## src/rtl/hazard_pkg.sv

```systemverilog
// Shared encodings, scoreboard entry layout and source-match helper for hazard_ctrl.
package hazard_pkg;

    // Entry address storage width; register addresses up to this width are zero-extended.
    localparam int unsigned SB_AW  = 8;
    localparam int unsigned FCNT_W = 3;

    localparam logic [1:0] FWD_RF  = 2'd0;
    localparam logic [1:0] FWD_EX  = 2'd1;
    localparam logic [1:0] FWD_ACC = 2'd2;

    localparam logic [0:0] ST_RUN   = 1'b0;
    localparam logic [0:0] ST_FLUSH = 1'b1;

    typedef struct packed {
        logic             valid;
        logic [SB_AW-1:0] wr;
        logic             load;
    } sb_entry_t;

    // A source hits an entry only if it is really read, nonzero, and the entry is a live write to it.
    function automatic logic src_match(input sb_entry_t e, input logic used,
                                       input logic [SB_AW-1:0] addr);
        return used && (addr != '0) && e.valid && (e.wr == addr);
    endfunction

endpackage

```

## src/rtl/hazard_scoreboard.sv

```systemverilog
// Two-entry in-flight write tracker (EX, accumulator) with per-source forwarding selects.
module hazard_scoreboard
    import hazard_pkg::*;
#(
    parameter int unsigned REG_AW = 4
) (
    input  logic              clk,
    input  logic              rst_n,
    input  logic              ins_i,
    input  logic [REG_AW-1:0] ins_wr_i,
    input  logic              ins_load_i,
    input  logic [REG_AW-1:0] rs_i,
    input  logic              rs_used_i,
    input  logic [REG_AW-1:0] rt_i,
    input  logic              rt_used_i,
    output logic [1:0]        fwd_rs_c_o,
    output logic [1:0]        fwd_rt_c_o,
    output logic              load_hit_c_o
);

    sb_entry_t e0_q, e0_d, e1_q;
    logic      rs_m0, rs_m1, rt_m0, rt_m1;

    // Next EX entry: the decode write if accepted, otherwise a bubble.
    always_comb begin
        e0_d = '0;
        if (ins_i) begin
            e0_d.valid = 1'b1;
            e0_d.wr    = SB_AW'(ins_wr_i);
            e0_d.load  = ins_load_i;
        end
    end

    // Shift EX into the accumulator slot every cycle.
    always_ff @(posedge clk or negedge rst_n) begin
        if (!rst_n) begin
            e0_q <= '0;
            e1_q <= '0;
        end else begin
            e0_q <= e0_d;
            e1_q <= e0_q;
        end
    end

    // Both sources matched in parallel; EX holds the youngest write and wins.
    always_comb begin
        rs_m0 = src_match(e0_q, rs_used_i, SB_AW'(rs_i));
        rs_m1 = src_match(e1_q, rs_used_i, SB_AW'(rs_i));
        rt_m0 = src_match(e0_q, rt_used_i, SB_AW'(rt_i));
        rt_m1 = src_match(e1_q, rt_used_i, SB_AW'(rt_i));

        fwd_rs_c_o = FWD_RF;
        if (rs_m0)      fwd_rs_c_o = FWD_EX;
        else if (rs_m1) fwd_rs_c_o = FWD_ACC;

        fwd_rt_c_o = FWD_RF;
        if (rt_m0)      fwd_rt_c_o = FWD_EX;
        else if (rt_m1) fwd_rt_c_o = FWD_ACC;

        load_hit_c_o = e0_q.load & (rs_m0 | rt_m0);
    end

endmodule

```

## src/rtl/hazard_ctrl.sv

```systemverilog
// Hazard/flush controller: load-use stall, multi-cycle branch flush, saturating event counters.
module hazard_ctrl
    import hazard_pkg::*;
#(
    parameter int unsigned REG_AW       = 4,
    parameter int unsigned FLUSH_CYCLES = 2,
    parameter int unsigned CNT_W        = 16
) (
    input  logic              clk,
    input  logic              rst,
    input  logic              id_valid,
    input  logic [REG_AW-1:0] id_rs,
    input  logic [REG_AW-1:0] id_rt,
    input  logic              id_rs_used,
    input  logic              id_rt_used,
    input  logic              id_write,
    input  logic [REG_AW-1:0] id_wr,
    input  logic              id_load,
    input  logic              br_taken,
    output logic              stall,
    output logic              flush,
    output logic [1:0]        fwd_rs,
    output logic [1:0]        fwd_rt,
    output logic [CNT_W-1:0]  stall_cnt,
    output logic [CNT_W-1:0]  flush_cnt
);

    logic [0:0]        state_q, state_d;
    logic [FCNT_W-1:0] fcnt_q, fcnt_d;
    logic [CNT_W-1:0]  stall_cnt_q, stall_cnt_d;
    logic [CNT_W-1:0]  flush_cnt_q, flush_cnt_d;
    logic              flush_c, stall_c, trig_c, ins_c, load_hit_c;
    logic [1:0]        fwd_rs_c, fwd_rt_c;

    hazard_scoreboard #(
        .REG_AW (REG_AW)
    ) u_sb (
        .clk          (clk),
        .rst_n        (rst),
        .ins_i        (ins_c),
        .ins_wr_i     (id_wr),
        .ins_load_i   (id_load),
        .rs_i         (id_rs),
        .rs_used_i    (id_rs_used),
        .rt_i         (id_rt),
        .rt_used_i    (id_rt_used),
        .fwd_rs_c_o   (fwd_rs_c),
        .fwd_rt_c_o   (fwd_rt_c),
        .load_hit_c_o (load_hit_c)
    );

    // Same-cycle control; everything gated low while reset is held.
    always_comb begin
        flush_c = rst & (br_taken | (state_q == ST_FLUSH));
        stall_c = rst & id_valid & ~flush_c & load_hit_c;
        trig_c  = rst & br_taken & (state_q == ST_RUN);
        ins_c   = id_valid & id_write & (id_wr != '0) & ~stall_c & ~flush_c;
    end

    assign flush     = flush_c;
    assign stall     = stall_c;
    assign fwd_rs    = rst ? fwd_rs_c : FWD_RF;
    assign fwd_rt    = rst ? fwd_rt_c : FWD_RF;
    assign stall_cnt = stall_cnt_q;
    assign flush_cnt = flush_cnt_q;

    // Flush sequencing: first cycle is combinational, remaining cycles come from FLUSH.
    always_comb begin
        state_d = state_q;
        fcnt_d  = fcnt_q;
        case (state_q)
            ST_RUN: begin
                if (br_taken && (FLUSH_CYCLES > 1)) begin
                    state_d = ST_FLUSH;
                    fcnt_d  = FCNT_W'(FLUSH_CYCLES - 2);
                end
            end
            ST_FLUSH: begin
                if (fcnt_q == '0) state_d = ST_RUN;
                else              fcnt_d  = fcnt_q - FCNT_W'(1);
            end
            default: state_d = ST_RUN;
        endcase
    end

    // Saturating debug counters.
    always_comb begin
        stall_cnt_d = stall_cnt_q;
        flush_cnt_d = flush_cnt_q;
        if (stall_c && (stall_cnt_q != '1)) stall_cnt_d = stall_cnt_q + CNT_W'(1);
        if (trig_c  && (flush_cnt_q != '1)) flush_cnt_d = flush_cnt_q + CNT_W'(1);
    end

    // State registers.
    always_ff @(posedge clk or negedge rst) begin
        if (!rst) begin
            state_q     <= ST_RUN;
            fcnt_q      <= '0;
            stall_cnt_q <= '0;
            flush_cnt_q <= '0;
        end else begin
            state_q     <= state_d;
            fcnt_q      <= fcnt_d;
            stall_cnt_q <= stall_cnt_d;
            flush_cnt_q <= flush_cnt_d;
        end
    end

endmodule

```

## config.mk

```make
export PLATFORM = sky130hd
export DESIGN_NAME = hazard_ctrl
export DESIGN_NICKNAME = d
export VERILOG_FILES = /design/src/rtl/hazard_pkg.sv /design/src/rtl/hazard_scoreboard.sv /design/src/rtl/hazard_ctrl.sv
export SDC_FILE = /design/constraint.sdc
export NUM_CORES = 1
export LEC_CHECK = 0
export BUFFER_PORTS_ARGS = -buffer_cell sky130_fd_sc_hd__buf_2
export CAP_MARGIN = 20
export CORE_MARGIN = 2
export CORE_UTILIZATION = 47
export CTS_CLUSTER_DIAMETER = 60
export DETAILED_ROUTE_END_ITERATION = 10
export PLACE_DENSITY = 0.73
export SETUP_SLACK_MARGIN = 0.02
export SKIP_CTS_REPAIR_TIMING = 1
export SLEW_MARGIN = 40
export SYNTH_ARGS = -nofsm -noshare
export SYNTH_HDL_FRONTEND = slang
export SYNTH_SLANG_ARGS = --single-unit
```

## constraint.sdc

```tcl
create_clock -name clk -period 1.9 [get_ports clk]
set_input_delay 0.285 -clock clk [delete_from_list [all_inputs] [get_ports clk]]
set_output_delay 0.285 -clock clk [all_outputs]
set_load 0.1 [all_outputs]
```

==> flow_summary.toml, run 1 <==
[setup_path]
crit_required_ns = 1.62
path_max_fanout = 4
r2r_cells = 7
rr_startpoint = "u_sb.e0_q[3]$_DFF_PN0_"
worst_setup_path_end_kind = "primary output"
r2r_slack_ns = -0.08
start_kind = "register"
r2r_end = "stall_cnt[1]$_DFFE_PN0P_"
criticalPathCategory = "reg -> out"
crit_arrival_ns = 1.78

[placement]
io_buffers = 57
dp.cells = 342
gp_congestion = 0.9103
dp_slack_ns = 0.03804
place_hpwl_mm = 3.788

[clock_tree]
cts.clk_slew.worst_paths_ns = 0.08
cts_tree = "built"
numCtsBuffers = 5
root_buffer = "clkbuf_8"
insertion_delay_ns = 0.30
h-tree-depth = 2
clock_path_buffers = 2
clock_sinks = 47

[layout]
insertedDiodeCount = 0
syn_to_final_growth_pct = 40.35
final_cells = 356
fin_nets = 312
final_layout_size_suffix_gt1_share_pct = 50.17

[global_routing]
grt_overflow = 0
grt_pass1_wl_mm = 8.273
antenna_found_initial = 0
grtUsageTotal_pct = 19.67
grt_pass1_vias = 1752
grt_max_degree = 19

[synth]
ys_types = 33
synth_ff_type = "dfrtp_1"
synth_top_family_by_area = "simple AND/OR/NAND/NOR gates"
synthMostInstantiatedCell = "dfrtp_1"
synth_compound_area_share_pct = 4.013
synth-edff-count = 0
synth_commonest_cells = "47 x dfrtp_1, 28 x xnor2_1, 17 x nor2_1, 17 x xor2_1, 14 x nand3_1"
synth_top_cell_by_area = "dfrtp_1"
yosysWarnings = 0
syn-num-nets = 231
syn_area_um2 = 2307
synth_seq_cells = 47
ys_seq_area_share_pct = 50.98
yosys.area_share.simple_pct = 21.85
synth_xor_area_share_pct = 17.08
synthAdderAreaFrac_pct = 2.169
syn_inst = 207
synthArstFlopShare_pct = 100.0
synth_top_area_share_pct = 50.98
synth.avg_cell_area_um2 = 11.15
synthMuxAreaShare_pct = 2.115
synth_area_leaders = "dfrtp_1 51%, xnor2_1 11%, xor2_1 6.5%, nand3_1 3.0%, nand4_1 3.0%"

[floorplan]
rows = 25
coreArea_um2 = 4723
die_h_um = 74.07
dieArea_um2 = 5486
die_w_um = 74.07
boundaryPins = 58
start_util_pct = 48.85

[timing]
min_period_over_period_pct = 108.6
grt_setup_unrepaired = "true"
tightest_slew_ns = 0.5964
hold_slack_ns = 0.02333
slew_headroom_pct = 59.87
setup_viol = 11
finClkSkew_ns = 0.004441
hold_violations = 0
timing.fmax_mhz = 484.8
min_period_ns = 2.063
drv_slew = 0
finalWorstSetupSlack_ns = -0.1626

[power]
p_per_area_nw_per_um2 = 853.3
power.leakage_uw = 0.001491
ir_worst_vdd_mv = 0.8287

[drt]
wirelength_mm = 5.036
antenna_left = 0
drt_first_pass_iters = 4
drc_errors = 0
wl_per_cell_um = 14.15
dr.first_iter.drc_count = 151
vias = 1805
via_per_inst = 5.070

[job]
cap_violations = 0

[outcome]
violations = "negative setup slack"
status = "finished, violations left"

[min_path]
hold_path.class = "in -> async"
[through the flow]
step | utilization, % | instance area [um^2] | power, uW | setup TNS (ns)
after floorplan | - | 2481 | 1828 | -2.657
after global placement | 64.19 | 3032 | 2003 | 0
after detailed placement | 64.19 | 3032 | 2029 | 0
after CTS | 66.68 | 3149 | 2789 | -0.5882
after global routing | 68.56 | 3238 | 2900 | -1.531
final | 68.56 | 3238 | 2763 | -0.5371
[logic make-up (layout without fill, tap and decap cells)]
logic type | Yosys count | in the layout
XOR/XNOR | 45 | 45
buffers and inverters | 10 | 92
AO/OA/AOI/OAI | 10 | 10
multiplexers | 4 | 4
AND/OR/NAND/NOR | 87 | 87
adder cells (fa/ha/maj) | 4 | 4
flip-flops | 47 | 47
[placed cells by master, fill, tap and decap left out, drive strengths merged, types with 8 or more instances in the layout]
| cell | synthesis | routed |
|---|---|---|
| nor2 | 17 | 17 |
| inv | 9 | 9 |
| nand2 | 12 | 12 |
| xor2 | 17 | 17 |
| buf | 1 | 74 |
| xnor2 | 28 | 28 |
| nand4 | 12 | 12 |
| nor3 | 8 | 8 |
| dfrtp | 47 | 47 |
| nand3 | 14 | 14 |
[critical path, cell delays in order (launching register included)]
cell,delay (ns)
dfrtp_2,0.44
xor2_1,0.16
nor3_2,0.20
nand4_2,0.12
buf_6,0.16
a21oi_4,0.20
buf_12,0.20
[power breakdown]
part / total [uW] / internal (uW) / switching [uW]
Clock: 752 / 426 / 326
Combinational: 793 / 249 / 544
Sequential: 1220 / 1110 / 105
Total: 2760 / 1790 / 974
[layer usage]
metal	GRT usage, %	part of all wire [%]	up-vias
met5	0	0	-
met4	6.667	1.4	0
met3	4.065	4.3	8
met2	31.85	49	45
met1	26.48	45	869
li1	-	-	883
[area by class of cell]
type / count / area, um^2
clock buffers: 6 / 82.58
clock inverters: 2 / 35.03
multi-input cells: 150 / 1229
inverters: 9 / 33.78
fillers: 358 / 1485
well taps: 67 / 83.83
repair buffers: 75 / 536.8
flip-flops and latches: 47 / 1237
[worst max-delay path by stage]
stage	from	to	slack, ns	cells past startpoint
floorplan	u_sb.e0_q[3]$_DFF_PN0_	stall_cnt[11]$_DFFE_PN0P_	-0.25	6
global placement	id_rs[1]	stall_cnt[1]$_DFFE_PN0P_	0.06	7
detailed placement	id_rs[1]	fwd_rs[1]	0.04	6
CTS	u_sb.e0_q[3]$_DFF_PN0_	stall	-0.24	6
global route	u_sb.e0_q[4]$_DFF_PN0_	stall	-0.22	6
finish	u_sb.e0_q[4]$_DFF_PN0_	stall	-0.16	6
[sequential cells by signal, indices dropped and copies added, names as in the netlist]
| name | flops |
|---|---|
| flush_cnt | 16 |
| stall_cnt | 16 |
| u_sb.e0_q | 6 |
| u_sb.e1_q | 5 |
| fcnt_q | 3 |
| state_q | 1 |
No activity file was read; power rests on OpenSTA's default activity.
==> inputs of run 2 (changes only) <==
ABC_AREA = 1   (was not set)
CORE_UTILIZATION = 49   (was 47)
PLACE_DENSITY = 0.74   (was 0.73)
==> run 2 against run 1 <==
Against the previous run: first-iteration DRC count is 2.6% higher; synthesized cell count is 85% higher; count of clock-buffer cells in the layout is 1 higher; critical path depth is 2 higher; routed wire length is 28% higher; the flow still finishes with violations (negative setup slack); global-route usage is 1.8 points higher.
==> flow_summary.toml, run 2 <==
[placement]
io_buffers = 57
dp.cells = 508
place_hpwl_mm = 4.538
gp_congestion = 0.8978
dp_slack_ns = 0.2075

[setup_path]
criticalPathCategory = "reg -> out"
start_kind = "register"
crit_slowest_cell = "dfrtp_1"
r2r_end = "stall_cnt[1]$_DFFE_PN0P_"
crit_chain = "inv_2 -> nand2_1 -> o21ai_1 -> nor2_1 -> nand2_2 -> nand3_2 -> nor3_4 -> buf_12"
worst_setup_path_end_kind = "primary output"
crit_arrival_ns = 1.76
rr_startpoint = "u_sb.e0_q[4]$_DFF_PN0_"
slowest_delay_ns = 0.44
crit_family = "simple AND/OR/NAND/NOR gates"
r2r_slack_ns = 0.08
crit_required_ns = 1.62
cp.buffers_inverters = 2
path_max_fanout = 4
r2r_cells = 10

[clock_tree]
root_buffer = "clkbuf_8"
cts.clk_slew.worst_paths_ns = 0.09
insertion_delay_ns = 0.30
clock_path_buffers = 2
cts_tree = "built"
clock_sinks = 47
numCtsBuffers = 5
h-tree-depth = 2

[drt]
drt_first_pass_iters = 5
met2WireLength_mm = 3.345
wirelength_mm = 6.448
wl_met3_um = 277
wl_met1_mm = 2.750
via_per_inst = 5.137
dr.first_iter.drc_count = 155
drc_errors = 0
antenna_left = 0
wl_per_cell_um = 12.31
vias = 2692
top_layer_used = "met4"

[timing]
grt_setup_unrepaired = "true"
hold_slack_ns = 0.005592
timing.fmax_mhz = 490.1
slew_headroom_pct = 65.49
min_period_over_period_pct = 107.4
tightest_slew_ns = 0.5176
finalWorstSetupSlack_ns = -0.1403
min_period_ns = 2.040
setup_viol = 4
hold_violations = 0
finClkSkew_ns = 0.009508
drv_slew = 0

[floorplan]
start_util_pct = 50.49
dieArea_um2 = 6292
die_h_um = 79.33
coreArea_um2 = 5507
boundaryPins = 58
die_w_um = 79.33
rows = 27

[layout]
layout_commonest_cell = "nand2_1"
insertedDiodeCount = 0
syn_to_final_growth_pct = 26.64
fill_cells = 508
final_cell_mix = "109 x nand2_1, 58 x inv_1, 51 x buf_2, 38 x nor2_1, 30 x dfrtp_2"
fin_nets = 475
final_layout_size_suffix_gt1_share_pct = 30.53
final_cells = 524
final_util_pct = 63.94

[power]
power.leakage_uw = 0.001743
p_per_area_nw_per_um2 = 820.1
ir_worst_vdd_mv = 0.6277

[outcome]
status = "finished, violations left"
violations = "negative setup slack"

[global_routing]
antenna_found_initial = 0
grt_overflow = 0
grt_max_degree = 42
grtUsageTotal_pct = 21.52
grt_pass1_wl_mm = 10.85
grt_pass1_vias = 2597

[synth]
syn_area_um2 = 2780
synth_top_cell_by_area = "dfrtp_1"
synth_commonest_cells = "114 x nand2_1, 62 x inv_1, 47 x dfrtp_1"
synthMostInstantiatedCell = "nand2_1"
syn_inst = 382
ys_seq_area_share_pct = 42.30
syn-num-nets = 406
synth.avg_cell_area_um2 = 7.278
yosysWarnings = 0
ys_types = 32
synth-edff-count = 0
synth_seq_cells = 47
synthArstFlopShare_pct = 100.0
synth_area_leaders = "dfrtp_1 42%, nand2_1 15%, inv_1 8.4%, nor2_1 5.5%, nand4_1 5.0%"
synth_top_area_share_pct = 42.30
synth_ff_type = "dfrtp_1"

[min_path]
hold_path.class = "in -> async"

[job]
cap_violations = 0
-- run 2: cell count changes in the layout (fill, tap and decap cells not counted), sizes merged, moves of 11 or more --
cell / change
nand3: +15
o21ai: +11
inv: +54
nor2: +25
xnor2: -22
nand2: +104
-- run 2: how the worst max path moves through the flow --
stage	from	endpoint	slack, ns	cells past startpoint
floorplan	u_sb.e0_q[2]$_DFF_PN0_	fwd_rt[1]	-0.38	7
global placement	id_rt[3]	fwd_rt[1]	0.21	9
detailed placement	stall_cnt[0]$_DFFE_PN0P_	stall_cnt[11]$_DFFE_PN0P_	0.21	9
CTS	u_sb.e0_q[2]$_DFF_PN0_	fwd_rt[1]	-0.09	8
global route	u_sb.e0_q[2]$_DFF_PN0_	fwd_rt[1]	-0.24	8
finish	u_sb.e0_q[2]$_DFF_PN0_	fwd_rt[1]	-0.14	8
-- run 2: stage by stage --
| stage | cell area (um^2) | power, uW | TNS, ns |
|---|---|---|---|
| 6_report | 3521 | 2888 | -0.3001 |
| 5_1_grt | 3521 | 3048 | -0.9587 |
| 3_5_place_dp | 3293 | 2221 | 0 |
| 3_3_place_gp | 3293 | 2198 | 0 |
| 2_1_floorplan | 2843 | 2008 | -0.4494 |
| 4_1_cts | 3397 | 2902 | -0.1973 |
-- run 2: cell families (layout without fill, tap and decap cells) --
group / Yosys count / in the layout / share of synthesized area (%)
compound gates: 24 / 24 / 4.996
simple gates: 220 / 220 / 35.10
xor+xnor: 16 / 16 / 5.311
buf+inv: 71 / 141 / 10.49
flops: 47 / 47 / 42.30
fa+ha+maj: 4 / 4 / 1.800
-- run 2: cell type report --
class	count	area, um^2	area share (%)
Tap cell	72	90.09	2.559
Sequential cell	47	1214	34.47
Inverter	63	239.0	6.787
Clock inverter	1	7.507	0.2132
Multi-Input combinational cell	264	1395	39.62
Timing Repair Buffer	70	479.2	13.61
Clock buffer	7	96.34	2.736
-- run 2: per-layer routing --
metal,global-route usage [%],up-vias
li1,-,1339
met4,6.207,0
met2,38.47,70
met3,4.318,9
met1,26.17,1274
met5,0,-
-- run 2: report_power, final --
group	switching [uW]	internal (uW)	leakage, uW	total (uW)
Clock	341	331	0.0000505	672
Sequential	101	1120	0.000583	1220
Combinational	760	235	0.00111	994
Total	1200	1690	0.00174	2890
==> inputs of run 3 (changes only) <==
RECOVER_POWER = 100   (was not set)
REMOVE_ABC_BUFFERS = 1   (was not set)
==> run 3 against run 2 <==
Against the previous run: the flow still finishes with violations (negative setup slack); die area did not move; setup slack gained 0.11 ns; sequential share of layout area fell by 0.39 points; non-clock buffer count down 3; final cell count down 0.95%; critical path type unchanged; largest cell class unchanged.
==> flow_summary.toml, run 3 (synthesized netlist as in run 2, its figures left out) <==
[outcome]
status = "finished, violations left"
violations = "negative setup slack"

[power]
combinationalPowerShare_pct = 35.8
p_per_area_nw_per_um2 = 794.6
power.leakage_uw = 0.001763
sw_frac_of_total_pct = 42.07
pwr-share-clk_pct = 20.3
p_int_uw = 1588
p_switching_uw = 1153
seqPwrFrac_pct = 43.9
ir_worst_vdd_mv = 1.223

[floorplan]
dieArea_um2 = 6292
rows = 27
start_util_pct = 50.49
coreArea_um2 = 5507
die_w_um = 79.33
die_h_um = 79.33
boundaryPins = 58

[layout]
final_cell_mix = "107 x nand2_1, 60 x inv_1, 51 x buf_2, 47 x dfrtp_1, 37 x nor2_1"
final_cells = 519
fin_nets = 472
syn_to_final_growth_pct = 24.12
final_layout_size_suffix_gt1_share_pct = 22.60
final_util_pct = 62.67
layout_commonest_cell = "nand2_1"
regArea_um2 = 1176
fill_cells = 486
multi_input_area_um2 = 1395
insertedDiodeCount = 0

[global_routing]
grt_max_degree = 33
grt_overflow = 0
grt_pass1_wl_mm = 10.29
antenna_found_initial = 0
grt_pass1_vias = 2384
grtUsageTotal_pct = 20.53

[drt]
antenna_left = 0
wl_per_cell_um = 11.41
wirelength_mm = 5.920
vias = 2597
drt_first_pass_iters = 4
dr.first_iter.drc_count = 116
via_per_inst = 5.004
drc_errors = 0

[timing]
tightest_slew_ns = 0.5019
finClkSkew_ns = 0.004139
slew_headroom_pct = 66.77
hold_slack_ns = 0.1854
hold_violations = 0
min_period_over_period_pct = 101.6
drv_slew = 0
grt_setup_unrepaired = "true"
setup_viol = 2
finalWorstSetupSlack_ns = -0.03066
timing.fmax_mhz = 518.0
min_period_ns = 1.931

[setup_path]
r2r_cells = 10
r2r_end = "u_sb.e0_q[1]$_DFF_PN0_"
crit_arrival_ns = 1.65
worst_setup_path_end_kind = "primary output"
path_max_fanout = 4
start_kind = "register"
r2r_slack_ns = 0.15
crit_required_ns = 1.62
criticalPathCategory = "reg -> out"
rr_startpoint = "u_sb.e0_q[2]$_DFF_PN0_"

[placement]
gp_congestion = 0.8371
dp.cells = 508
place_hpwl_mm = 4.364
io_buffers = 57

[clock_tree]
numCtsBuffers = 5
cts_tree = "built"
clock_sinks = 47
root_buffer = "clkbuf_8"
cts.clk_slew.worst_paths_ns = 0.08
clock_path_buffers = 2
h-tree-depth = 2
insertion_delay_ns = 0.29

[min_path]
hold_path.class = "in -> async"

[job]
cap_violations = 0
## run 3: critical path, cell delays in order, from the launching register on
cell     delay, ns
dfrtp_1       0.43
buf_6         0.13
nand2_2       0.06
nand3_2       0.08
nor2_2        0.12
nand2_2       0.08
buf_4         0.15
nor2_4        0.12
buf_12        0.18
## run 3: cell type report
cell class                      instances  share of cell area (%)
Tap cell                               72                   2.611
Timing Repair Buffer                   67                   13.85
Multi-Input combinational cell        264                   40.43
Clock buffer                            6                   2.103
Inverter                               63                   6.925
Sequential cell                        47                   34.08
## run 3: stage by stage
step / total power [uW] / setup slack, ns / TNS, ns / instance area (um^2)
3_5_place_dp: 2194 / 0.1665 / 0 / 3256
5_1_grt: 2938 / -0.1288 / -0.3151 / 3451
3_3_place_gp: 2183 / 0.1749 / 0 / 3256
4_1_cts: 2756 / -0.08366 / -0.1827 / 3328
6_report: 2742 / -0.03066 / -0.03298 / 3451
2_1_floorplan: 1978 / -1.195 / -11.18 / 2728
## run 3: power groups by stage
| stage | Sequential, uW | Combinational, uW | Clock [uW] |
|---|---|---|---|
| finish | 1200 | 982 | 556 |
| global route | 1230 | 1080 | 628 |
| CTS | 1200 | 975 | 579 |
| detailed placement | 1220 | 973 | 0 |
| global placement | 1220 | 961 | 0 |
| floorplan | 1600 | 376 | 0 |
## run 3: worst max-delay path by stage
| stage | from | endpoint | slack [ns] | depth (start not counted) |
|---|---|---|---|---|
| finish | u_sb.e0_q[2]$_DFF_PN0_ | fwd_rt[0] | -0.03 | 8 |
| global placement | id_rs[1] | fwd_rs[1] | 0.17 | 9 |
| detailed placement | id_rs[1] | fwd_rs[1] | 0.17 | 9 |
| floorplan | u_sb.e0_q[2]$_DFF_PN0_ | fwd_rt[1] | -1.19 | 7 |
| global route | u_sb.e0_q[2]$_DFF_PN0_ | fwd_rt[0] | -0.13 | 8 |
| CTS | u_sb.e0_q[2]$_DFF_PN0_ | fwd_rt[1] | -0.08 | 8 |
## run 3: metal layers
layer	share of wire, %	GRT usage [%]	vias to the layer above
met5	0	0	-
met4	1.7	6.897	0
met3	3.6	4.205	10
met2	49	36.02	59
met1	46	25.11	1196
li1	-	-	1332
